$ cat src/rtl/mem_port_arbiter_if.sv
// Bundles the fetch, data and memory-side handshake signals of the memory port arbiter.
// The master modport is the arbiter's view; slave is the core/memory environment's view.
interface mem_port_arbiter_if #(
    parameter int unsigned ADDR_W = 32
);
    logic              if_req;
    logic [ADDR_W-1:0] if_addr;
    logic              if_gnt;
    logic              if_rvalid;
    logic [31:0]       if_rdata;

    logic              d_req;
    logic              d_wr;
    logic [1:0]        d_size;
    logic              d_zero_ex;
    logic [ADDR_W-1:0] d_addr;
    logic [31:0]       d_wdata;
    logic              d_gnt;
    logic              d_rvalid;
    logic [31:0]       d_rdata;
    logic              d_err;

    logic              mem_req;
    logic              mem_we;
    logic [3:0]        mem_be;
    logic [ADDR_W-1:0] mem_addr;
    logic [31:0]       mem_wdata;
    logic              mem_ready;
    logic              mem_rvalid;
    logic [31:0]       mem_rdata;

    logic              stall;

    modport master (
        input  if_req, if_addr, d_req, d_wr, d_size, d_zero_ex, d_addr, d_wdata,
        input  mem_ready, mem_rvalid, mem_rdata,
        output if_gnt, if_rvalid, if_rdata, d_gnt, d_rvalid, d_rdata, d_err,
        output mem_req, mem_we, mem_be, mem_addr, mem_wdata, stall
    );

    modport slave (
        output if_req, if_addr, d_req, d_wr, d_size, d_zero_ex, d_addr, d_wdata,
        output mem_ready, mem_rvalid, mem_rdata,
        input  if_gnt, if_rvalid, if_rdata, d_gnt, d_rvalid, d_rdata, d_err,
        input  mem_req, mem_we, mem_be, mem_addr, mem_wdata, stall
    );
endinterface

$ cat src/rtl/mem_port_arbiter.sv
// Fixed-priority (data over fetch) arbiter onto one single-port memory, one outstanding
// transaction, with byte-lane store alignment and sign/zero-extended load extraction.
module mem_port_arbiter #(
    parameter int unsigned ADDR_W = 32,
    parameter int unsigned DATA_W = 32
) (
    input logic                clk,
    input logic                rst_n,
    mem_port_arbiter_if.master bus
);
    if (DATA_W != 32) begin : g_bad_data_w
        $error("mem_port_arbiter: DATA_W must be 32");
    end

    typedef enum logic [2:0] {StIdle, StReqD, StReqI, StWaitD, StWaitI} state_e;

    state_e      state_q, state_d;
    logic [1:0]  size_q, size_d;
    logic [1:0]  off_q, off_d;
    logic        zx_q, zx_d;
    logic        wr_q, wr_d;

    logic        d_misaligned;
    logic [3:0]  d_be;
    logic [31:0] d_wdata_rep;
    logic [31:0] shifted;
    logic [31:0] load_data;
    logic        unused_if_addr;

    assign unused_if_addr = ^bus.if_addr[1:0];

    assign d_misaligned = ((bus.d_size == 2'b01) && bus.d_addr[0]) ||
                          (bus.d_size[1] && (bus.d_addr[1:0] != 2'b00));

    always_comb begin
        d_be        = 4'hF;
        d_wdata_rep = bus.d_wdata;
        case (bus.d_size)
            2'b00: begin
                d_be        = 4'b0001 << bus.d_addr[1:0];
                d_wdata_rep = {4{bus.d_wdata[7:0]}};
            end
            2'b01: begin
                d_be        = 4'b0011 << {bus.d_addr[1], 1'b0};
                d_wdata_rep = {2{bus.d_wdata[15:0]}};
            end
            default: ;
        endcase
    end

    assign shifted = bus.mem_rdata >> {off_q, 3'b000};

    always_comb begin
        load_data = bus.mem_rdata;
        case (size_q)
            2'b00:   load_data = {{24{~zx_q & shifted[7]}}, shifted[7:0]};
            2'b01:   load_data = {{16{~zx_q & shifted[15]}}, shifted[15:0]};
            default: ;
        endcase
    end

    always_comb begin
        state_d       = state_q;
        size_d        = size_q;
        off_d         = off_q;
        zx_d          = zx_q;
        wr_d          = wr_q;
        bus.if_gnt    = 1'b0;
        bus.if_rvalid = 1'b0;
        bus.if_rdata  = '0;
        bus.d_gnt     = 1'b0;
        bus.d_rvalid  = 1'b0;
        bus.d_rdata   = '0;
        bus.d_err     = 1'b0;
        bus.mem_req   = 1'b0;
        bus.mem_we    = 1'b0;
        bus.mem_be    = '0;
        bus.mem_addr  = '0;
        bus.mem_wdata = '0;

        unique case (state_q)
            StIdle: begin
                if (bus.d_req && !d_misaligned) begin
                    state_d = StReqD;
                end else begin
                    // A rejected data access still lets a waiting fetch through this cycle.
                    bus.d_err = bus.d_req & rst_n;
                    if (bus.if_req) state_d = StReqI;
                end
            end
            StReqD: begin
                bus.mem_req   = 1'b1;
                bus.mem_we    = bus.d_wr;
                bus.mem_be    = d_be;
                bus.mem_addr  = {bus.d_addr[ADDR_W-1:2], 2'b00};
                bus.mem_wdata = d_wdata_rep;
                if (bus.mem_ready) begin
                    bus.d_gnt = 1'b1;
                    size_d    = bus.d_size;
                    off_d     = bus.d_addr[1:0];
                    zx_d      = bus.d_zero_ex;
                    wr_d      = bus.d_wr;
                    state_d   = StWaitD;
                end
            end
            StReqI: begin
                bus.mem_req  = 1'b1;
                bus.mem_be   = 4'hF;
                bus.mem_addr = {bus.if_addr[ADDR_W-1:2], 2'b00};
                if (bus.mem_ready) begin
                    bus.if_gnt = 1'b1;
                    state_d    = StWaitI;
                end
            end
            StWaitD: begin
                if (bus.mem_rvalid) begin
                    bus.d_rvalid = 1'b1;
                    bus.d_rdata  = wr_q ? 32'h0 : load_data;
                    state_d      = StIdle;
                end
            end
            StWaitI: begin
                if (bus.mem_rvalid) begin
                    bus.if_rvalid = 1'b1;
                    bus.if_rdata  = bus.mem_rdata;
                    state_d       = StIdle;
                end
            end
            default: state_d = StIdle;
        endcase
    end

    assign bus.stall = rst_n & ((bus.if_req & ~bus.if_rvalid) |
                                (bus.d_req & ~bus.d_rvalid & ~bus.d_err));

    always_ff @(posedge clk or negedge rst_n) begin
        if (!rst_n) begin
            state_q <= StIdle;
            size_q  <= '0;
            off_q   <= '0;
            zx_q    <= 1'b0;
            wr_q    <= 1'b0;
        end else begin
            state_q <= state_d;
            size_q  <= size_d;
            off_q   <= off_d;
            zx_q    <= zx_d;
            wr_q    <= wr_d;
        end
    end

    a_d_req_held: assert property (@(posedge clk) disable iff (!rst_n)
        (state_q == StReqD) |-> bus.d_req);
    a_if_req_held: assert property (@(posedge clk) disable iff (!rst_n)
        (state_q == StReqI) |-> bus.if_req);
endmodule

$ cat src/flat_wrapper.sv
// flat-port wrapper written by rule: the top's interface ports become plain ports
module mem_port_arbiter_flat 
#(
    parameter int unsigned ADDR_W = 32,
    parameter int unsigned DATA_W = 32
)
  (clk, rst_n, bus_if_req, bus_if_addr, bus_d_req, bus_d_wr, bus_d_size, bus_d_zero_ex, bus_d_addr, bus_d_wdata, bus_mem_ready, bus_mem_rvalid, bus_mem_rdata, bus_if_gnt, bus_if_rvalid, bus_if_rdata, bus_d_gnt, bus_d_rvalid, bus_d_rdata, bus_d_err, bus_mem_req, bus_mem_we, bus_mem_be, bus_mem_addr, bus_mem_wdata, bus_stall);
  mem_port_arbiter_if #(.ADDR_W(ADDR_W)) bus_i ();
  input logic clk;
  input logic rst_n;
  input wire logic [$bits(bus_i.if_req)-1:0] bus_if_req;
  input wire logic [$bits(bus_i.if_addr)-1:0] bus_if_addr;
  input wire logic [$bits(bus_i.d_req)-1:0] bus_d_req;
  input wire logic [$bits(bus_i.d_wr)-1:0] bus_d_wr;
  input wire logic [$bits(bus_i.d_size)-1:0] bus_d_size;
  input wire logic [$bits(bus_i.d_zero_ex)-1:0] bus_d_zero_ex;
  input wire logic [$bits(bus_i.d_addr)-1:0] bus_d_addr;
  input wire logic [$bits(bus_i.d_wdata)-1:0] bus_d_wdata;
  input wire logic [$bits(bus_i.mem_ready)-1:0] bus_mem_ready;
  input wire logic [$bits(bus_i.mem_rvalid)-1:0] bus_mem_rvalid;
  input wire logic [$bits(bus_i.mem_rdata)-1:0] bus_mem_rdata;
  output wire logic [$bits(bus_i.if_gnt)-1:0] bus_if_gnt;
  output wire logic [$bits(bus_i.if_rvalid)-1:0] bus_if_rvalid;
  output wire logic [$bits(bus_i.if_rdata)-1:0] bus_if_rdata;
  output wire logic [$bits(bus_i.d_gnt)-1:0] bus_d_gnt;
  output wire logic [$bits(bus_i.d_rvalid)-1:0] bus_d_rvalid;
  output wire logic [$bits(bus_i.d_rdata)-1:0] bus_d_rdata;
  output wire logic [$bits(bus_i.d_err)-1:0] bus_d_err;
  output wire logic [$bits(bus_i.mem_req)-1:0] bus_mem_req;
  output wire logic [$bits(bus_i.mem_we)-1:0] bus_mem_we;
  output wire logic [$bits(bus_i.mem_be)-1:0] bus_mem_be;
  output wire logic [$bits(bus_i.mem_addr)-1:0] bus_mem_addr;
  output wire logic [$bits(bus_i.mem_wdata)-1:0] bus_mem_wdata;
  output wire logic [$bits(bus_i.stall)-1:0] bus_stall;
  assign bus_i.if_req = bus_if_req;
  assign bus_i.if_addr = bus_if_addr;
  assign bus_i.d_req = bus_d_req;
  assign bus_i.d_wr = bus_d_wr;
  assign bus_i.d_size = bus_d_size;
  assign bus_i.d_zero_ex = bus_d_zero_ex;
  assign bus_i.d_addr = bus_d_addr;
  assign bus_i.d_wdata = bus_d_wdata;
  assign bus_i.mem_ready = bus_mem_ready;
  assign bus_i.mem_rvalid = bus_mem_rvalid;
  assign bus_i.mem_rdata = bus_mem_rdata;
  assign bus_if_gnt = bus_i.if_gnt;
  assign bus_if_rvalid = bus_i.if_rvalid;
  assign bus_if_rdata = bus_i.if_rdata;
  assign bus_d_gnt = bus_i.d_gnt;
  assign bus_d_rvalid = bus_i.d_rvalid;
  assign bus_d_rdata = bus_i.d_rdata;
  assign bus_d_err = bus_i.d_err;
  assign bus_mem_req = bus_i.mem_req;
  assign bus_mem_we = bus_i.mem_we;
  assign bus_mem_be = bus_i.mem_be;
  assign bus_mem_addr = bus_i.mem_addr;
  assign bus_mem_wdata = bus_i.mem_wdata;
  assign bus_stall = bus_i.stall;
  mem_port_arbiter #(.ADDR_W(ADDR_W), .DATA_W(DATA_W)) u_core (.clk(clk), .rst_n(rst_n), .bus(bus_i));
endmodule
$ cat config.mk
export PLATFORM = sky130hd
export DESIGN_NAME = mem_port_arbiter_flat
export DESIGN_NICKNAME = d
export VERILOG_FILES = /design/src/rtl/mem_port_arbiter_if.sv /design/src/rtl/mem_port_arbiter.sv /design/src/flat_wrapper.sv
export SDC_FILE = /design/constraint.sdc
export NUM_CORES = 1
export LEC_CHECK = 0
export ABC_AREA = 1
export BUFFER_PORTS_ARGS = -buffer_cell sky130_fd_sc_hd__buf_2
export CORE_AREA = 3 3 106 108
export DETAILED_ROUTE_END_ITERATION = 12
export DIE_AREA = 0 0 109 111
export PLACE_DENSITY = 0.68
export SYNTH_ARGS = -nofsm -noshare
export SYNTH_HDL_FRONTEND = slang
export SYNTH_SLANG_ARGS = --single-unit
$ cat constraint.sdc
create_clock -name clk -period 1.5 [get_ports clk]
set_input_delay 0.075 -clock clk [delete_from_list [all_inputs] [get_ports clk]]
set_output_delay 0.075 -clock clk [all_outputs]
set_load 0.005 [all_outputs]
# Yosys cells after proc, flatten, opt, wreduce, memory -nomap -nowiden
# Index checks and enable logic that the tools add are counted.
# totals
ff_bits	9
input_bits	138
output_inout_bits	140
word_cells	70
# classes
eq_ne	10
shifts	3
n_mux	27
bitwise_logic	12
n_reduce_logical	13
# op_table
op	count
32-bit 2-to-1 mux	6
32-bit case mux with 2 select lines	3
32-bit by 5-bit >> shifter with 16-bit output	1
4-bit case mux with 2 select lines	2
3-bit 2-to-1 mux	5
3-bit case mux with 4 select lines	1
1-bit 2-to-1 mux	10
1-bit AND	7
3-bit by 2-bit == test with 1-bit output (second input constant)	2
2-bit by 1-bit == test with 1-bit output (second input constant)	2
2-bit zero test	2
2-bit != test (second input constant)	2
1-bit inverter	4
4-bit AND reduction	1
2-bit OR reduction	2
1-bit by 2-bit << shifter with 4-bit output (first input constant)	1
2-bit by 2-bit << shifter with 4-bit output (first input constant)	1
3-bit by 1-bit == test with 1-bit output (second input constant)	1
3-bit == test (second input constant)	1
1-bit logical AND	3
3-bit zero test	1
3-bit by 2-bit != test with 1-bit output (second input constant)	1
2-bit by 1-bit != test with 1-bit output (second input constant)	1
2-bit AND reduction	1
4 further kinds	4

# Depth between registers and ports, before layout
# Gate-level depths: netlist (run 1).
# logic_depth
depth_word	11
depth_mapped	10
depth_no_buf	9

# Worst setup path before layout (run 1)
# No wires, ideal clock.
# synth_timing
path_kind	reg2out
start	reg u_core.off_q[0]
end	out bus_d_rdata[21]
arrival_time_ns	1.267
t_required_ns	1.425
setup_slack_ns	0.158
path_stages_with_launch	11
n_path_buf	2
cell_sequence	dfrtp_1 > buf_6 > inv_4 > nand2_1 > nand3_1 > nand2_1 > nand2_2 > nand2_2 > nor2_4 > buf_6 > nor2_1
# synth_between
elab_chain_len	6
elab_cells_between_ends	7
classes_between	shift (1); mux (4); bitwise (2)
# synth_lines
item	line_no	source
start: declaration	mem_port_arbiter.sv:19	logic [1:0] off_q, off_d;
start signal: assignment	mem_port_arbiter.sv:140	off_q <= '0;
start signal: assignment	mem_port_arbiter.sv:146	off_q <= off_d;
32-bit by 5-bit >> shifter with 16-bit output (*)	mem_port_arbiter.sv:51	assign shifted = bus.mem_rdata >> {off_q, 3'b000};
1-bit AND, on equally long branches	mem_port_arbiter.sv:57, mem_port_arbiter.sv:56	
32-bit case mux with 2 select lines (*)	mem_port_arbiter.sv:55	case (size_q)
32-bit 2-to-1 mux (*)	mem_port_arbiter.sv:118	bus.d_rdata = wr_q ? 32'h0 : load_data;
32-bit 2-to-1 mux (*)	mem_port_arbiter.sv:116	if (bus.mem_rvalid) begin
32-bit 2-to-1 mux (*)	mem_port_arbiter.sv:81	unique case (state_q)
end: declaration	flat_wrapper.sv:27	output wire logic [$bits(bus_i.d_rdata)-1:0] bus_d_rdata;
# Mark *: on every way between the ends. The rest lies on a longest branch, timed or not.

# Final worst setup path (run 1)
# layout_timing
start	reg u_core.off_q[0]
end	out bus_d_rdata[28]
# The elaborated chain is that of the path after synthesis.

==> flow_metrics.py, run 1 <==
metrics = {
    "run_status": {
        "outcome": "finished, violations left",
        "violations": "negative setup slack",
    },
    "clocking": {
        "clk-insertion-delay-late_ns": 0.23,
        "clock-sinks": 9,
        "cts_buffers": 3,
        "path_clk_slew_ns": 0.04,
        "clock_tree.buffer_depth": 2,
        "root_buffer": "clkbuf_8",
        "cts_tree": "built",
        "htreeDepth": 1,
    },
    "detailed_routing": {
        "dr.pass1.iters": 5,
        "avgViaCountPerCell": 4.92,
        "postRouteAntennaNets": 0,
        "drt_iter0_markers": 317,
        "vias": 4597,
        "routed_wl_um": 16000,
        "wire_per_inst_um": 17.2,
        "drt_drc_violations_left": 0,
    },
    "global_route": {
        "grt_pass1_wl_um": 20800,
        "grt_max_degree": 31,
        "grt_pass1_vias": 3913,
        "grtUsageTotal_pct": 21.8,
        "gr-total-overflow": 0,
        "antenna_found_initial": 1,
    },
    "die": {
        "start_util_pct": 23.2,
        "die-area_mm2": 0.0121,
        "die_w_um": 109,
        "core_area_mm2": 0.0103,
        "die_h_um": 111,
        "ioPinCount": 278,
        "rows": 37,
    },
    "power_and_ir_drop": {
        "peakVddDrop_v": 0.000602,
        "finalPower_w": 0.00723,
        "p_leak_nw": 3.11,
        "p_per_area_mw_per_mm2": 1330,
    },
    "final_layout": {
        "multiInputGateArea_mm2": 0.00239,
        "fin_nets": 937,
        "syn_to_final_growth_pct": 127,
        "fill_cells": 1058,
        "seqCellArea_um2": 229,
        "drive_above_1_share_pct": 58.5,
        "final_area_mm2": 0.00543,
    },
    "hold_path": {
        "hp-class": "input port to flop",
    },
    "timing": {
        "setup_viol": 124,
        "fin_crit_sh_pct": 117,
        "setup_ws_ns": -0.257,
        "hold_viol": 0,
        "fmaxAchievable_mhz": 569,
        "rsz0062_at_grt": "yes",
        "period_minus_slack_ns": 1.76,
        "drv_slew": 0,
        "skew_ns": 0.00149,
    },
    "critical_path": {
        "r2r_slack_ns": -0.02,
        "worstPathRequired_ns": 1.42,
        "crit_path_end_kind": "primary output",
        "crit_path_max_fanout": 8,
        "path_class": "flop to primary output",
        "crit_path_start_kind": "flop",
        "cp_data_arrival_time_ns": 1.68,
    },
    "placed_design": {
        "finalWeightedCongestion": 0.905,
        "placed_area_mm2": 0.00404,
        "portBuffers": 273,
        "dpl.hpwl_um": 11600,
    },
    "synth": {
        "synth_top_area_cell": "nand2_1",
        "synth_ff_type": "dfrtp_1",
        "netlist_area_mm2": 0.00239,
        "synth.most_common_cell": "nand2_1",
        "yosys_register_bits": 9,
        "ys_seq_area_share_pct": 9.41,
        "ys_top_cells_by_area": "nand2_1, nor2_1, a22o_1, o21ai_0, dfrtp_1",
        "synth_cells": 477,
        "synthDistinctLibCells": 29,
        "synth_edf_count": 0,
        "yosysWarnings": 0,
        "async_flop_share_pct": 100,
        "yosys-top-cells-count": "nand2_1, nor2_1, inv_1",
        "synth_top_area_share_pct": 21.0,
        "avgSynthCellArea_um2": 5.02,
    },
    "job": {
        "drv_cap": 0,
    },
}
## final cells by class
| class | count | share of cell area (%) |
|---|---|---|
| Timing Repair Buffer | 348 | 43.0 |
| Clock buffer | 4 | 0.829 |
| Sequential cell | 9 | 4.21 |
| Timing Repair inverter | 1 | 0.299 |
| Multi-Input combinational cell | 379 | 44.0 |
| Tap cell | 136 | 3.13 |
| Antenna cell | 1 | 0.0461 |
| Inverter | 57 | 4.49 |
## final timing paths
check / startpoint / end / cells after the start
worst max-delay path: u_core.off_q[0] / bus_d_rdata[28] / 11
worst min-delay path: bus_d_zero_ex / u_core.zx_q / 3
worst max register to register: u_core.state_q[0] / u_core.state_q[1] / 8
worst min register to register: u_core.wr_q / u_core.wr_q / 2
max in group asynchronous: rst_n / u_core.off_q[0] / 2
min in group asynchronous: rst_n / u_core.state_q[2] / 2
## stage by stage
| stage | cells | TNS, ns | worst slack (ns) | hold slack [ns] | utilization (%) |
|---|---|---|---|---|---|
| 5_1_grt | 935 | -27.88 | -0.367 | 0.111 | 52.6 |
| 3_5_place_dp | 885 | -0.462 | -0.0901 | -0.0521 | 39.1 |
| 3_3_place_gp | 885 | -0.0574 | -0.0574 | -0.0534 | 39.1 |
| 6_report | 935 | -18.21 | -0.257 | 0.0993 | 52.6 |
| 2_1_floorplan | 478 | 0 | 0.158 | -0.221 | - |
| 4_1_cts | 900 | -11.81 | -0.237 | 0.0789 | 42.0 |
## layout by cell type (no fill, tap or decap), drive strengths merged
master       synthesis  final
buf                 20    339
nand2              136    136
nor2                91     91
inv                 56     54
o21ai               48     48
a22o                30     30
a21oi               30     30
nand3               26     26
clkbuf              13     12
dfrtp                9      9
o22ai                8      8
nor3                 5      5
clkinv               1      4
conb                 1      2
diode                0      1
o211ai               1      1
a21boi               1      1
nand3b               1      1
dlygate4sd3          0      1
## cell families after synthesis
| family | Yosys count | share of synthesized area [%] |
|---|---|---|
| AND/OR/NAND/NOR | 259 | 44.4 |
| AO/OA/AOI/OAI | 118 | 30.0 |
| buffers and inverters | 90 | 16.1 |
| flip-flops | 9 | 9.41 |
| other | 1 | 0.157 |
## per-layer routing
metal  track usage (%)  up-vias  share of wire (%)
li1                  -     2197                  -
met1              24.0     2072                 35
met2              41.3      288                 52
met3              3.73       40                9.1
met4              6.99        0                4.0
met5                 0        -                  0
## state kept, by name, indices dropped and copies added, names as in the netlist
name and flops:
u_core.wr_q 1, u_core.size_q 2, u_core.state_q 3, u_core.zx_q 1, u_core.off_q 2
## repair_timing
action,4_1_cts,5_1_grt
endpoints found under the hold margin,9,0
resized for setup,42,193
cloned,3,12
buffers inserted,7,23
hold buffers,1,0
setup endpoints to repair,106,126
pin swaps,9,38
## critical path: stages, from the launching register on
cell	delay, ns
dfrtp_2	0.43
buf_12	0.14
clkinv_8	0.05
nand2_2	0.05
nand3_2	0.07
nand2_2	0.06
nand2_2	0.07
nand2_2	0.06
nor2_4	0.17
clkbuf_16	0.19
nor2_1	0.04
buf_2	0.12
## power breakdown
group          switching, W  leakage [nW]  internal, W
registers          0.000148         0.109     0.000361
clock network     0.0000883        0.0228     0.000185
logic               0.00336          2.98      0.00309
total               0.00359          3.11      0.00363
Note: power is estimated with default switching activity, not from simulation.
==> inputs of run 2 (changes only) <==
--- a/config.mk
+++ b/config.mk
@@ -8,6 +8,7 @@
 export ABC_AREA = 1
 export BUFFER_PORTS_ARGS = -buffer_cell sky130_fd_sc_hd__buf_2
 export CORE_AREA = 3 3 106 108
+export CTS_BUF_LIST = sky130_fd_sc_hd__clkbuf_4 sky130_fd_sc_hd__clkbuf_8
 export DETAILED_ROUTE_END_ITERATION = 12
 export DIE_AREA = 0 0 109 111
 export PLACE_DENSITY = 0.68
==> flow_metrics.py, run 2 (synthesis results as in run 1) <==
metrics = {
    "run_status": {
        "outcome": "finished, violations left",
        "violations": "negative setup slack",
    },
    "clocking": {
        "cts_tree": "built",
        "cts_buffers": 3,
        "htreeDepth": 1,
        "path_clk_slew_ns": 0.04,
        "root_buffer": "clkbuf_8",
        "clock-sinks": 9,
        "clk-insertion-delay-late_ns": 0.23,
        "clock_tree.buffer_depth": 2,
    },
    "die": {
        "core_area_mm2": 0.0103,
        "die_w_um": 109,
        "start_util_pct": 23.2,
        "die_h_um": 111,
        "die-area_mm2": 0.0121,
        "ioPinCount": 278,
        "rows": 37,
    },
    "timing": {
        "setup_ws_ns": -0.257,
        "hold_viol": 0,
        "skew_ns": 0.00168,
        "fmaxAchievable_mhz": 569,
        "period_minus_slack_ns": 1.76,
        "finalSetupTns_ns": -18.08,
        "fin_crit_sh_pct": 117,
        "rsz0062_at_grt": "yes",
        "drv_slew": 0,
        "setup_viol": 124,
    },
    "final_layout": {
        "largest_reg_flops": 3,
        "fill_cells": 1058,
        "stdcell_count": 935,
        "drive_above_1_share_pct": 58.6,
        "final_common_cell": "buf_2",
        "multiInputGateArea_mm2": 0.00239,
        "fin_nets": 937,
        "seqCellArea_um2": 229,
        "regMostFlops": "u_core.state_q",
        "final_cell_mix": "buf_2, nand2_1, inv_1",
        "reg_top3": "u_core.state_q (3), u_core.off_q (2), u_core.size_q (2)",
        "syn_to_final_growth_pct": 127,
    },
    "critical_path": {
        "cpMostUsedCell": "nand2_2",
        "r2r_end": "u_core.state_q[1]",
        "r2r_slack_ns": -0.02,
        "crit_chain": "buf_12 -> clkinv_8 -> nand2_2 -> nand3_2 -> nand2_2 -> nand2_2 -> nand2_2 -> nor2_4 -> clkbuf_16 -> nor2_1 -> buf_2",
        "crit_path_start_kind": "flop",
        "cp_data_arrival_time_ns": 1.68,
        "r2r-start": "u_core.state_q[0]",
        "path_class": "flop to primary output",
        "worstPathRequired_ns": 1.42,
        "slowest_stage": "dfrtp_2",
        "r2r_cells": 8,
        "crit_path_max_incr_delay_ns": 0.43,
        "crit_path_end_kind": "primary output",
        "crit_path_max_fanout": 8,
    },
    "detailed_routing": {
        "avgViaCountPerCell": 4.89,
        "dr.pass1.iters": 5,
        "wire_per_inst_um": 17.1,
        "drt_iter0_markers": 308,
        "routed_wl_um": 16000,
        "vias": 4576,
        "drt_drc_violations_left": 0,
        "postRouteAntennaNets": 0,
    },
    "global_route": {
        "antenna_found_initial": 1,
        "grt_pass1_vias": 3913,
        "grt_pass1_wl_um": 20800,
        "grt_max_degree": 31,
        "gr-total-overflow": 0,
        "grtUsageTotal_pct": 21.8,
    },
    "power_and_ir_drop": {
        "p_per_area_mw_per_mm2": 1330,
        "p_leak_nw": 3.11,
        "peakVddDrop_v": 0.000608,
    },
    "placed_design": {
        "finalWeightedCongestion": 0.905,
        "portBuffers": 273,
        "dp.cells": 885,
        "dpl.hpwl_um": 11600,
    },
    "hold_path": {
        "min_to": "u_core.zx_q",
        "hp-class": "input port to flop",
        "hold_depth": 3,
        "min_from": "bus_d_zero_ex",
    },
    "job": {
        "drv_cap": 0,
    },
}
## run 2: worst max-delay path by stage
stage                 startpoint         endpoint  slack, ns  cells after the start
3_3_place_gp     u_core.off_q[0]  bus_d_rdata[16]      -0.06                      9
5_1_grt        u_core.state_q[2]  bus_d_rdata[28]      -0.37                      8
6_report         u_core.off_q[0]  bus_d_rdata[28]      -0.26                     11
3_5_place_dp     u_core.off_q[0]  bus_d_rdata[16]      -0.09                      9
2_1_floorplan    u_core.off_q[0]  bus_d_rdata[21]       0.16                     10
4_1_cts        u_core.state_q[2]  bus_d_rdata[27]      -0.24                      7
## run 2: power by group
part | internal, W | switching, W
clock network | 0.000203 | 0.0000883
logic | 0.00309 | 0.00335
registers | 0.000361 | 0.000148
## run 2: layout make-up
type,count,area share [%]
Timing Repair inverter,1,0.299
Tap cell,136,3.13
Antenna cell,1,0.0460
Inverter,57,4.49
Multi-Input combinational cell,379,43.9
Clock buffer,4,0.897
Timing Repair Buffer,348,43.0
Sequential cell,9,4.21
## run 2: layer usage
layer | GRT usage, % | wire length [um]
met1 | 24.0 | 5500
met2 | 41.3 | 8410
met3 | 3.73 | 1480
met4 | 6.99 | 627
met5 | 0 | 0
## run 2: timing repair
item                                    4_1_cts  5_1_grt
resized for setup                            42      193
pin swaps                                     9       38
setup buffers                                 7       23
cloned                                        3       12
endpoints found under the setup margin      106      126
hold buffers                                  1        0
endpoints found under the hold margin         9        0
## run 2: critical path, delay by kind of cell, from the launching register on
family,cells,cell delay (ns)
AND/OR/NAND/NOR,7,0.52
buffers and inverters,4,0.50
flip-flops,1,0.43
## run 2: stage by stage
stage | setup WS (ns) | hold slack [ns] | instance area (um2) | util [%] | total power (W)
finish | -0.257 | 0.0990 | 5440 | 52.7 | 0.00724
global placement | -0.0574 | -0.0534 | 4040 | 39.1 | 0.00467
detailed placement | -0.0901 | -0.0521 | 4040 | 39.1 | 0.00470
global route | -0.367 | 0.111 | 5440 | 52.7 | 0.00779
CTS | -0.237 | 0.0789 | 4340 | 42.0 | 0.00553
floorplan | 0.158 | -0.221 | 2400 | - | 0.00287
==> inputs of run 3 (changes only) <==
--- a/config.mk
+++ b/config.mk
@@ -6,12 +6,13 @@
 export NUM_CORES = 1
 export LEC_CHECK = 0
 export ABC_AREA = 1
+export ABC_CLOCK_PERIOD_IN_PS = 1500
 export BUFFER_PORTS_ARGS = -buffer_cell sky130_fd_sc_hd__buf_2
 export CORE_AREA = 3 3 106 108
 export CTS_BUF_LIST = sky130_fd_sc_hd__clkbuf_4 sky130_fd_sc_hd__clkbuf_8
 export DETAILED_ROUTE_END_ITERATION = 12
 export DIE_AREA = 0 0 109 111
-export PLACE_DENSITY = 0.68
+export PLACE_DENSITY = 0.69
 export SYNTH_ARGS = -nofsm -noshare
 export SYNTH_HDL_FRONTEND = slang
 export SYNTH_SLANG_ARGS = --single-unit
==> flow_metrics.py, run 3 (synthesis results as in run 1) <==
metrics = {
    "critical_path": {
        "cpMostUsedCell": "buf_6",
        "crit_chain": "inv_2 -> buf_6 -> buf_6 -> nand3_4 -> inv_8 -> buf_12 -> buf_16 -> a22o_1 -> buf_2",
        "cp_data_arrival_time_ns": 1.63,
        "crit_path_max_incr_delay_ns": 0.35,
        "slowest_stage": "dfrtp_1",
        "path_delay_family": "buffers and inverters",
        "crit_path_end_kind": "primary output",
        "cp.buffers_inverters": 7,
        "path_class": "flop to primary output",
        "crit_path_start_kind": "flop",
        "crit_path_max_fanout": 15,
        "worstPathRequired_ns": 1.42,
    },
    "clocking": {
        "cts_buffers": 3,
        "root_buffer": "clkbuf_8",
        "htreeDepth": 1,
        "clock-sinks": 9,
        "cts_tree": "built",
        "clk-insertion-delay-late_ns": 0.23,
        "clock_tree.buffer_depth": 2,
        "path_clk_slew_ns": 0.04,
    },
    "detailed_routing": {
        "drt_iter0_markers": 274,
        "drt_drc_violations_left": 0,
        "wire_per_inst_um": 16.6,
        "routed_wl_um": 15400,
        "avgViaCountPerCell": 4.86,
        "postRouteAntennaNets": 0,
        "dr.pass1.iters": 5,
        "vias": 4520,
    },
    "final_layout": {
        "largest_reg_flops": 3,
        "utilization_pct": 50.4,
        "drive_above_1_share_pct": 57.1,
        "antenna_cells": 0,
        "fill_cells": 1103,
        "final_area_mm2": 0.00520,
        "regMostFlops": "u_core.state_q",
        "final_cell_mix": "buf_2, nand2_1, nor2_1",
        "final_common_cell": "buf_2",
        "syn_to_final_growth_pct": 117,
        "fin_nets": 933,
        "reg_top3": "u_core.state_q (3), u_core.off_q (2), u_core.size_q (2)",
    },
    "timing": {
        "drv_slew": 0,
        "rsz0062_at_grt": "yes",
        "fin_crit_sh_pct": 114,
        "fmaxAchievable_mhz": 586,
        "period_minus_slack_ns": 1.71,
        "whs_ns": 0.0827,
        "setup_ws_ns": -0.206,
        "skew_ns": 0.00220,
        "hold_viol": 0,
        "setup_viol": 120,
    },
    "placed_design": {
        "portBuffers": 273,
        "placed_area_mm2": 0.00405,
        "finalWeightedCongestion": 0.885,
        "dpl.hpwl_um": 11600,
    },
    "die": {
        "die_w_um": 109,
        "start_util_pct": 23.2,
        "rows": 37,
        "ioPinCount": 278,
        "die-area_mm2": 0.0121,
        "core_area_mm2": 0.0103,
        "die_h_um": 111,
    },
    "run_status": {
        "violations": "negative setup slack",
        "outcome": "finished, violations left",
    },
    "job": {
        "drv_cap": 0,
    },
    "hold_path": {
        "hp-class": "input port to flop",
    },
    "global_route": {
        "antenna_found_initial": 0,
        "grtUsageTotal_pct": 22.7,
        "gr-total-overflow": 0,
        "grt_pass1_vias": 4238,
        "grt_max_degree": 24,
        "grt_pass1_wl_um": 21700,
    },
    "power_and_ir_drop": {
        "finalPower_w": 0.00744,
        "peakVddDrop_v": 0.000618,
        "p_leak_nw": 3.15,
        "p_per_area_mw_per_mm2": 1430,
    },
}
## run 3: final cells by class
type                    count  area, um2  share of cell area [%]
flip-flops and latches      9        229                    4.40
multi-input cells         379       2190                    42.2
well taps                 136        170                    3.27
inverters                  57        244                    4.69
repair buffers            345       2310                    44.5
clock buffers               4       48.8                   0.938
## run 3: repair_timing
action                                  in CTS  in global routing
pin swaps                                   54                 36
buffers inserted                            21                  9
cloned                                       8                  2
hold endpoints to repair                     9                  0
resized for setup                          105                 89
hold buffers                                 1                  0
endpoints found under the setup margin      92                137
## run 3: where the power goes
part / total (W) / switching, W / internal [W] / leakage [nW]
Clock: 0.000291 / 0.0000882 / 0.000203 / 0.0262
Combinational: 0.00666 / 0.00342 / 0.00324 / 3.01
Sequential: 0.000490 / 0.000129 / 0.000361 / 0.109
Total: 0.00744 / 0.00364 / 0.00380 / 3.15
## run 3: worst min-delay path, cell delays in order
cell and delay (ns):
buf_2 0.09, nand2_1 0.05, nand2_1 0.06
## run 3: worst paths after layout
check,slack (ns),endpoint,from,cells past startpoint
worst max-delay path,-0.21,bus_mem_addr[28],u_core.state_q[2],9
worst min-delay path,0.08,u_core.zx_q,bus_d_zero_ex,3
worst max register to register,-0.03,u_core.state_q[0],u_core.state_q[2],13
worst min register to register,0.53,u_core.wr_q,u_core.wr_q,2
max in group asynchronous,1.05,u_core.off_q[0],rst_n,2
min in group asynchronous,0.24,u_core.state_q[2],rst_n,2
## run 3: layer usage
layer	wire length (um)	global-route usage, %
met5	0	0
met1	5490	24.3
met2	7990	43.7
met4	633	8.75
met3	1290	2.91
## run 3: metrics by stage
stage | instances | TNS, ns | worst slack (ns)
6_report | 930 | -13.54 | -0.206
3_5_place_dp | 887 | -0.195 | -0.0279
4_1_cts | 920 | -8.28 | -0.206
5_1_grt | 930 | -22.06 | -0.271
3_3_place_gp | 887 | -0.0667 | -0.0159
2_1_floorplan | 478 | 0 | 0.158
